==> config.mk <==
export PLATFORM = sky130hd
export DESIGN_NAME = mem_port_arbiter_flat
export DESIGN_NICKNAME = d
export VERILOG_FILES = /design/src/rtl/mem_port_arbiter_pkg.sv /design/src/rtl/mem_port_arbiter_if.sv /design/src/rtl/mem_port_arbiter_rr_pick2.sv /design/src/rtl/mem_port_arbiter.sv /design/src/flat_wrapper.sv
export SDC_FILE = /design/constraint.sdc
export NUM_CORES = 1
export LEC_CHECK = 0
export CAP_MARGIN = 20
export CORE_UTILIZATION = 39
export CTS_CLUSTER_SIZE = 25
export DETAILED_ROUTE_END_ITERATION = 8
export GPL_TIMING_DRIVEN = 1
export HOLD_SLACK_MARGIN = 0.05
export PLACE_DENSITY = 0.84
export SYNTH_ARGS = -nofsm -noshare
export SYNTH_HDL_FRONTEND = slang
export SYNTH_HIERARCHICAL = 1
export SYNTH_SLANG_ARGS = --single-unit
==> constraint.sdc <==
create_clock -name clk_i -period 1.5 [get_ports clk_i]
set_input_delay 0.15 -clock clk_i [delete_from_list [all_inputs] [get_ports clk_i]]
set_output_delay 0.15 -clock clk_i [all_outputs]
set_load 0.02 [all_outputs]
==> src/rtl/mem_port_arbiter_pkg.sv <==
// Shared types and constants for the memory port arbiter.
//   arb_state_e  : sequencer states
//   REQ_CPU/AUX  : requester indices into req/we/gnt/done
//   req_onehot() : requester index -> one-hot grant/done vector
package mem_arb_pkg;

   typedef enum logic [1:0] {
      IDLE   = 2'd0,
      ACCESS = 2'd1,
      WAIT   = 2'd2,
      RESP   = 2'd3
   } arb_state_e;

   localparam int REQ_CPU = 0;
   localparam int REQ_AUX = 1;

   function automatic logic [1:0] req_onehot(input logic idx);
      return idx ? 2'b10 : 2'b01;
   endfunction

endpackage

==> src/rtl/mem_port_arbiter_if.sv <==
// Bundle of requester-side and memory-side signals of the arbiter.
//   slave  : arbiter view (requests and mem_rdata in; grants, completion,
//            read data and memory drive out)
//   master : requesters plus memory view (the opposite directions)
interface mem_port_arbiter_if #(
   parameter int ADDR_W = 32,
   parameter int DATA_W = 32
);
   import mem_arb_pkg::*;

   logic [1:0]        req;
   logic [1:0]        we;
   logic [ADDR_W-1:0] addr0;
   logic [ADDR_W-1:0] addr1;
   logic [DATA_W-1:0] wdata0;
   logic [DATA_W-1:0] wdata1;
   logic [1:0]        gnt;
   logic [1:0]        done;
   logic [DATA_W-1:0] rdata;
   logic [ADDR_W-1:0] mem_addr;
   logic              mem_wr;
   logic [DATA_W-1:0] mem_wdata;
   logic [DATA_W-1:0] mem_rdata;

   modport slave (
      input  req, we, addr0, addr1, wdata0, wdata1, mem_rdata,
      output gnt, done, rdata, mem_addr, mem_wr, mem_wdata
   );

   modport master (
      output req, we, addr0, addr1, wdata0, wdata1, mem_rdata,
      input  gnt, done, rdata, mem_addr, mem_wr, mem_wdata
   );

endinterface

==> src/rtl/mem_port_arbiter_rr_pick2.sv <==
// Combinational two-way round-robin selector.
//   req_i         : request vector
//   last_served_i : index of the requester served most recently
//   winner_o      : selected requester index
//   valid_o       : at least one request present
module rr_pick2
   import mem_arb_pkg::*;
(
   input  logic [1:0] req_i,
   input  logic       last_served_i,
   output logic       winner_o,
   output logic       valid_o
);

   always_comb begin
      valid_o  = |req_i;
      winner_o = 1'(REQ_CPU);
      if (req_i == 2'b11) begin
         // tie: whoever was not served last goes next
         winner_o = ~last_served_i;
      end else if (req_i[REQ_AUX]) begin
         winner_o = 1'(REQ_AUX);
      end
   end

endmodule

==> src/rtl/mem_port_arbiter.sv <==
// Two-requester arbiter and sequencer for a single-port synchronous memory.
// Serialises CPU (requester 0) and aux master (requester 1) accesses, drives
// the registered memory address / write strobe / write data, waits the fixed
// memory latency and returns read data with a one-cycle done pulse.
//   clk_i, rst_ni : clock, asynchronous active-low reset
//   bus (slave)   : req/we/addr/wdata per requester, gnt/done/rdata back,
//                   mem_addr/mem_wr/mem_wdata to memory, mem_rdata from it
//
// state  | meaning
// IDLE   | no transaction; sample req, latch winner's operands
// ACCESS | address/data on memory, mem_wr high for a write
// WAIT   | count down MEM_LATENCY; capture mem_rdata on the last count
// RESP   | done pulse to owner, update round-robin history
module mem_port_arbiter
   import mem_arb_pkg::*;
#(
   parameter int ADDR_W      = 32,
   parameter int DATA_W      = 32,
   parameter int MEM_LATENCY = 1
) (
   input  logic              clk_i,
   input  logic              rst_ni,
   mem_port_arbiter_if.slave bus
);

   localparam int CNT_W = $clog2(MEM_LATENCY + 1);

   if (MEM_LATENCY < 1 || MEM_LATENCY > 7) begin : g_lat_range
      $error("MEM_LATENCY out of range 1..7");
   end

   arb_state_e        state_q, state_d;
   logic [1:0]        gnt_q, gnt_d;
   logic [1:0]        done_q, done_d;
   logic [DATA_W-1:0] rdata_q, rdata_d;
   logic [ADDR_W-1:0] mem_addr_q, mem_addr_d;
   logic [DATA_W-1:0] mem_wdata_q, mem_wdata_d;
   logic              mem_wr_q, mem_wr_d;
   logic              op_we_q, op_we_d;
   logic              owner_q, owner_d;
   logic              last_q, last_d;
   logic [CNT_W-1:0]  cnt_q, cnt_d;

   logic              pick_winner;
   logic              pick_valid;

   rr_pick2 u_pick (
      .req_i         (bus.req),
      .last_served_i (last_q),
      .winner_o      (pick_winner),
      .valid_o       (pick_valid)
   );

   always_comb begin
      state_d     = state_q;
      gnt_d       = gnt_q;
      done_d      = '0;
      rdata_d     = rdata_q;
      mem_addr_d  = mem_addr_q;
      mem_wdata_d = mem_wdata_q;
      mem_wr_d    = 1'b0;
      op_we_d     = op_we_q;
      owner_d     = owner_q;
      last_d      = last_q;
      cnt_d       = cnt_q;

      unique case (state_q)
         IDLE: begin
            gnt_d = '0;
            if (pick_valid) begin
               owner_d     = pick_winner;
               op_we_d     = bus.we[pick_winner];
               mem_addr_d  = (pick_winner == 1'(REQ_AUX)) ? bus.addr1 : bus.addr0;
               mem_wdata_d = (pick_winner == 1'(REQ_AUX)) ? bus.wdata1 : bus.wdata0;
               // strobe registered here so it is high for exactly the ACCESS cycle
               mem_wr_d    = bus.we[pick_winner];
               gnt_d       = req_onehot(pick_winner);
               state_d     = ACCESS;
            end
         end
         ACCESS: begin
            cnt_d   = CNT_W'(MEM_LATENCY);
            state_d = WAIT;
         end
         WAIT: begin
            cnt_d = cnt_q - CNT_W'(1);
            if (cnt_q == CNT_W'(1)) begin
               if (!op_we_q) begin
                  rdata_d = bus.mem_rdata;
               end
               done_d  = req_onehot(owner_q);
               state_d = RESP;
            end
         end
         RESP: begin
            last_d  = owner_q;
            gnt_d   = '0;
            state_d = IDLE;
         end
         default: state_d = IDLE;
      endcase
   end

   always_ff @(posedge clk_i or negedge rst_ni) begin
      if (!rst_ni) begin
         state_q     <= IDLE;
         gnt_q       <= '0;
         done_q      <= '0;
         rdata_q     <= '0;
         mem_addr_q  <= '0;
         mem_wdata_q <= '0;
         mem_wr_q    <= 1'b0;
         op_we_q     <= 1'b0;
         owner_q     <= 1'b0;
         last_q      <= 1'b1;
         cnt_q       <= '0;
      end else begin
         state_q     <= state_d;
         gnt_q       <= gnt_d;
         done_q      <= done_d;
         rdata_q     <= rdata_d;
         mem_addr_q  <= mem_addr_d;
         mem_wdata_q <= mem_wdata_d;
         mem_wr_q    <= mem_wr_d;
         op_we_q     <= op_we_d;
         owner_q     <= owner_d;
         last_q      <= last_d;
         cnt_q       <= cnt_d;
      end
   end

   assign bus.gnt       = gnt_q;
   assign bus.done      = done_q;
   assign bus.rdata     = rdata_q;
   assign bus.mem_addr  = mem_addr_q;
   assign bus.mem_wr    = mem_wr_q;
   assign bus.mem_wdata = mem_wdata_q;

endmodule

==> src/flat_wrapper.sv <==
// flat-port wrapper written by rule: the top's interface ports become plain ports
module mem_port_arbiter_flat import mem_arb_pkg::*;
#(
   parameter int ADDR_W      = 32,
   parameter int DATA_W      = 32,
   parameter int MEM_LATENCY = 1
)
  (clk_i, rst_ni, bus_req, bus_we, bus_addr0, bus_addr1, bus_wdata0, bus_wdata1, bus_mem_rdata, bus_gnt, bus_done, bus_rdata, bus_mem_addr, bus_mem_wr, bus_mem_wdata);
  mem_port_arbiter_if #(.ADDR_W(ADDR_W), .DATA_W(DATA_W)) bus_i ();
  input  logic clk_i;
  input  logic rst_ni;
  input wire logic [$bits(bus_i.req)-1:0] bus_req;
  input wire logic [$bits(bus_i.we)-1:0] bus_we;
  input wire logic [$bits(bus_i.addr0)-1:0] bus_addr0;
  input wire logic [$bits(bus_i.addr1)-1:0] bus_addr1;
  input wire logic [$bits(bus_i.wdata0)-1:0] bus_wdata0;
  input wire logic [$bits(bus_i.wdata1)-1:0] bus_wdata1;
  input wire logic [$bits(bus_i.mem_rdata)-1:0] bus_mem_rdata;
  output wire logic [$bits(bus_i.gnt)-1:0] bus_gnt;
  output wire logic [$bits(bus_i.done)-1:0] bus_done;
  output wire logic [$bits(bus_i.rdata)-1:0] bus_rdata;
  output wire logic [$bits(bus_i.mem_addr)-1:0] bus_mem_addr;
  output wire logic [$bits(bus_i.mem_wr)-1:0] bus_mem_wr;
  output wire logic [$bits(bus_i.mem_wdata)-1:0] bus_mem_wdata;
  assign bus_i.req = bus_req;
  assign bus_i.we = bus_we;
  assign bus_i.addr0 = bus_addr0;
  assign bus_i.addr1 = bus_addr1;
  assign bus_i.wdata0 = bus_wdata0;
  assign bus_i.wdata1 = bus_wdata1;
  assign bus_i.mem_rdata = bus_mem_rdata;
  assign bus_gnt = bus_i.gnt;
  assign bus_done = bus_i.done;
  assign bus_rdata = bus_i.rdata;
  assign bus_mem_addr = bus_i.mem_addr;
  assign bus_mem_wr = bus_i.mem_wr;
  assign bus_mem_wdata = bus_i.mem_wdata;
  mem_port_arbiter #(.ADDR_W(ADDR_W), .DATA_W(DATA_W), .MEM_LATENCY(MEM_LATENCY)) u_core (.clk_i(clk_i), .rst_ni(rst_ni), .bus(bus_i));
endmodule
==> flow_summary_export.csv <==
group,metric,value,unit
final_layout,diodes,0,
die,core.rowCount,40,
final_layout,layout_common_cells,"201 x clkdlybuf4s50_1, 106 x dfrtp_1, 69 x nand2_1",
synthesis,synth_edf_count,0,
final_layout,nets,852,
setup_path,cp_max_fo,2,
clocking,clk_latency,350,ps
synthesis,syn_area,4780,sq um
detailed_routing,vias,4136,
setup_path,worstPathRequired,1350,ps
setup_path,crit_arrival,1330,ps
final_layout,n_fill_cell,847,
die,die_area,12700,sq um
synthesis,synthFlopType,"dfrtp_1",
power,peakVddDrop,0.000856,V
setup_path,endpoint_kind,"output port",
clocking,cts_buffer_depth,2,
outcome,status,"completed",
sta,hold_ws,410,ps
clocking,clock_sinks,107,
detailed_routing,first_pass_iters,4,
synthesis,synth_nets,561,
sta,worst_pin_slew,587,ps
setup_path,critical_path.startpoint_type,"flip-flop",
synthesis,syn_avg_cell_area,12.2,sq um
die,die_y,113,um
setup_path,critPathMaxStageDelay,620,ps
synthesis,async_reset_ff_frac,1.00,
synthesis,ys_warn_count,6,
setup_path,cp_slowest_cell,"clkdlybuf4s50_1",
detailed_routing,drt.antenna.violating_nets,0,
sta,slew_violations,0,
setup_path,worstPathBufferInverterCount,1,
run,cap_violations,0,
sta,setup_ws,21.5,ps
clocking,clockRootBuffer,"clkbuf_16",
setup_path,crit_family,"buffers and inverters",
synthesis,synth-seq-cells,107,
final_layout,multi_input_area,1970,sq um
placed_design,pre_cts_ws,-178,ps
die,io_pins,267,
final_layout,drive_gt1_frac,0.139,
final_layout,area_delta_synth_final,75.3,%
sta,hold_viol,0,
final_layout,final_common_cell,"clkdlybuf4s50_1",
placed_design,gp_congestion,0.777,
final_layout,seq_area,2680,sq um
clocking,cts_buffers,9,
power,p_leak,4.31,nW
global_routing,grt_max_degree,108,
setup_path,crit_chain,"clkdlybuf4s50_1",
placed_design,io_buffers,266,
sta,clock_skew,4.36,ps
placed_design,dp_hpwl,10600,um
sta,post-route-period-util,0.986,
sta,maxSlewHeadroom,0.608,
global_routing,grt_pass1_wl,21700,um
die,core,12000,sq um
global_routing,track_usage,0.224,
detailed_routing,drt_iter0_markers,197,
clocking,clk_pin_slew,70,ps
detailed_routing,drc,0,
global_routing,antenna_found_initial,0,
die,fp.dieW,113,um
die,start_util,0.399,
synthesis,ys_seq_area_frac,0.561,
setup_path,crit_type,"flip-flop to output port",
power,cellPowerDensity,1970,nW/um^2
clocking,cts_tree,"built",
synthesis,synth_cell_types,27,
sta,period_minus_slack,1480,ps
global_routing,overflow,0,
detailed_routing,viasPerCell,4.97,
sta,fmax,676,MHz
sta,setup_violations,0,
synthesis,syn_inst,390,
min_path,timing.hold.worst.class,"primary input to flip-flop",
global_routing,grt_pass1_vias,4268,
clocking,htree_levels,3,
detailed_routing,wl_per_cell,18.2,um
detailed_routing,wirelength,15100,um
-- routing by layer --
layer,up-vias,global-route usage,part of all wire
li1,1920,-,-
met2,204,0.391,0.51
met3,37,0.0886,0.085
met4,0,0.103,0.028
met1,1975,0.238,0.37
met5,-,0,0
-- path summary, 6_finish.rpt --
check                                               startpoint                              endpoint  slack, ps  depth (start not counted)
max                           u_core/bus.rdata[11]$_DFFE_PN0P_                         bus_rdata[11]         20                          1
min                                          bus_mem_rdata[27]      u_core/bus.rdata[27]$_DFFE_PN0P_        410                          2
max reg2reg                      u_core/state_q[0]$_DFFE_PN0P_   u_core/bus.mem_wdata[9]$_DFFE_PN0P_         70                          6
min reg2reg                u_core/bus.mem_addr[12]$_DFFE_PN0P_   u_core/bus.mem_addr[12]$_DFFE_PN0P_        480                          2
max in group asynchronous                               rst_ni  u_core/bus.mem_wdata[10]$_DFFE_PN0P_        580                          3
min in group asynchronous                               rst_ni      u_core/bus.rdata[15]$_DFFE_PN0P_        480                          3
-- logic make-up (layout without fill, tap and decap cells) --
kind of cell / Yosys count / count (layout) / synth area share
flip-flops: 107 / 107 / 0.561
multiplexers: 100 / 100 / 0.243
AND/OR/NAND/NOR: 79 / 79 / 0.0689
AO/OA/AOI/OAI: 70 / 70 / 0.0765
buffers and inverters: 29 / 324 / 0.0380
adder cells (fa/ha/maj): 5 / 5 / 0.0131
-- flip-flops by register name, summed over array words and instances, names as in the netlist --
register	cells
u_core/bus.done	2
u_core/bus.rdata	32
u_core/bus.gnt	2
u_core/bus.mem_wr	1
u_core/bus.mem_addr	32
u_core/owner_q	1
u_core/bus.mem_wdata	32
u_core/last_q	1
u_core/op_we_q	1
u_core/state_q	2
u_core/cnt_q	1
-- what timing repair did --
action                                  in CTS  in global routing
gates cloned                                 0                  5
hold buffers                                 1                  0
gates resized for setup                     22                 60
setup buffers                                0                  2
endpoints found under the setup margin      29                132
endpoints found under the hold margin      106                  0
-- cells in the mapped netlist (2+ instances only) --
library cell,n,share of area
buf_2,10,0.010
buf_4,4,0.0063
buf_6,6,0.014
clkbuf_1,5,0.0039
dfrtp_1,106,0.56
ha_1,5,0.013
inv_1,4,0.0031
mux2_2,3,0.0071
mux2_4,31,0.097
mux2i_1,66,0.14
nand2_1,70,0.055
nor2_1,2,0.0016
o21ai_0,64,0.067
-- per-stage QoR --
| stage | cells | cell area (sq um) | utilization | TNS, ps | power [mW] |
|---|---|---|---|---|---|
| final | 832 | 8370 | 0.700 | 0 | 16.5 |
| after floorplan | 390 | 4780 | - | 0 | 9.63 |
| after global routing | 832 | 8370 | 0.700 | -10.2 | 17.4 |
| after detailed placement | 809 | 7830 | 0.655 | -7400 | 13.9 |
| after CTS | 825 | 8110 | 0.678 | 0 | 16.2 |
| after global placement | 809 | 7830 | 0.655 | -4730 | 13.6 |
-- cell type report --
type                            count  share of cell area
Clock buffer                       10              0.0285
Clock inverter                      5             0.00643
Inverter                            4             0.00179
Multi-Input combinational cell    254               0.235
Sequential cell                   107               0.320
Tap cell                          147              0.0220
Timing Repair Buffer              305               0.386
-- power by group --
part	internal (mW)	leakage (nW)	total, mW	switching [mW]
clock network	1.33	0.148	2.39	1.06
registers	4.33	1.30	5.13	0.800
logic	4.61	2.86	8.99	4.38
Power figures use the tool's default switching activity.
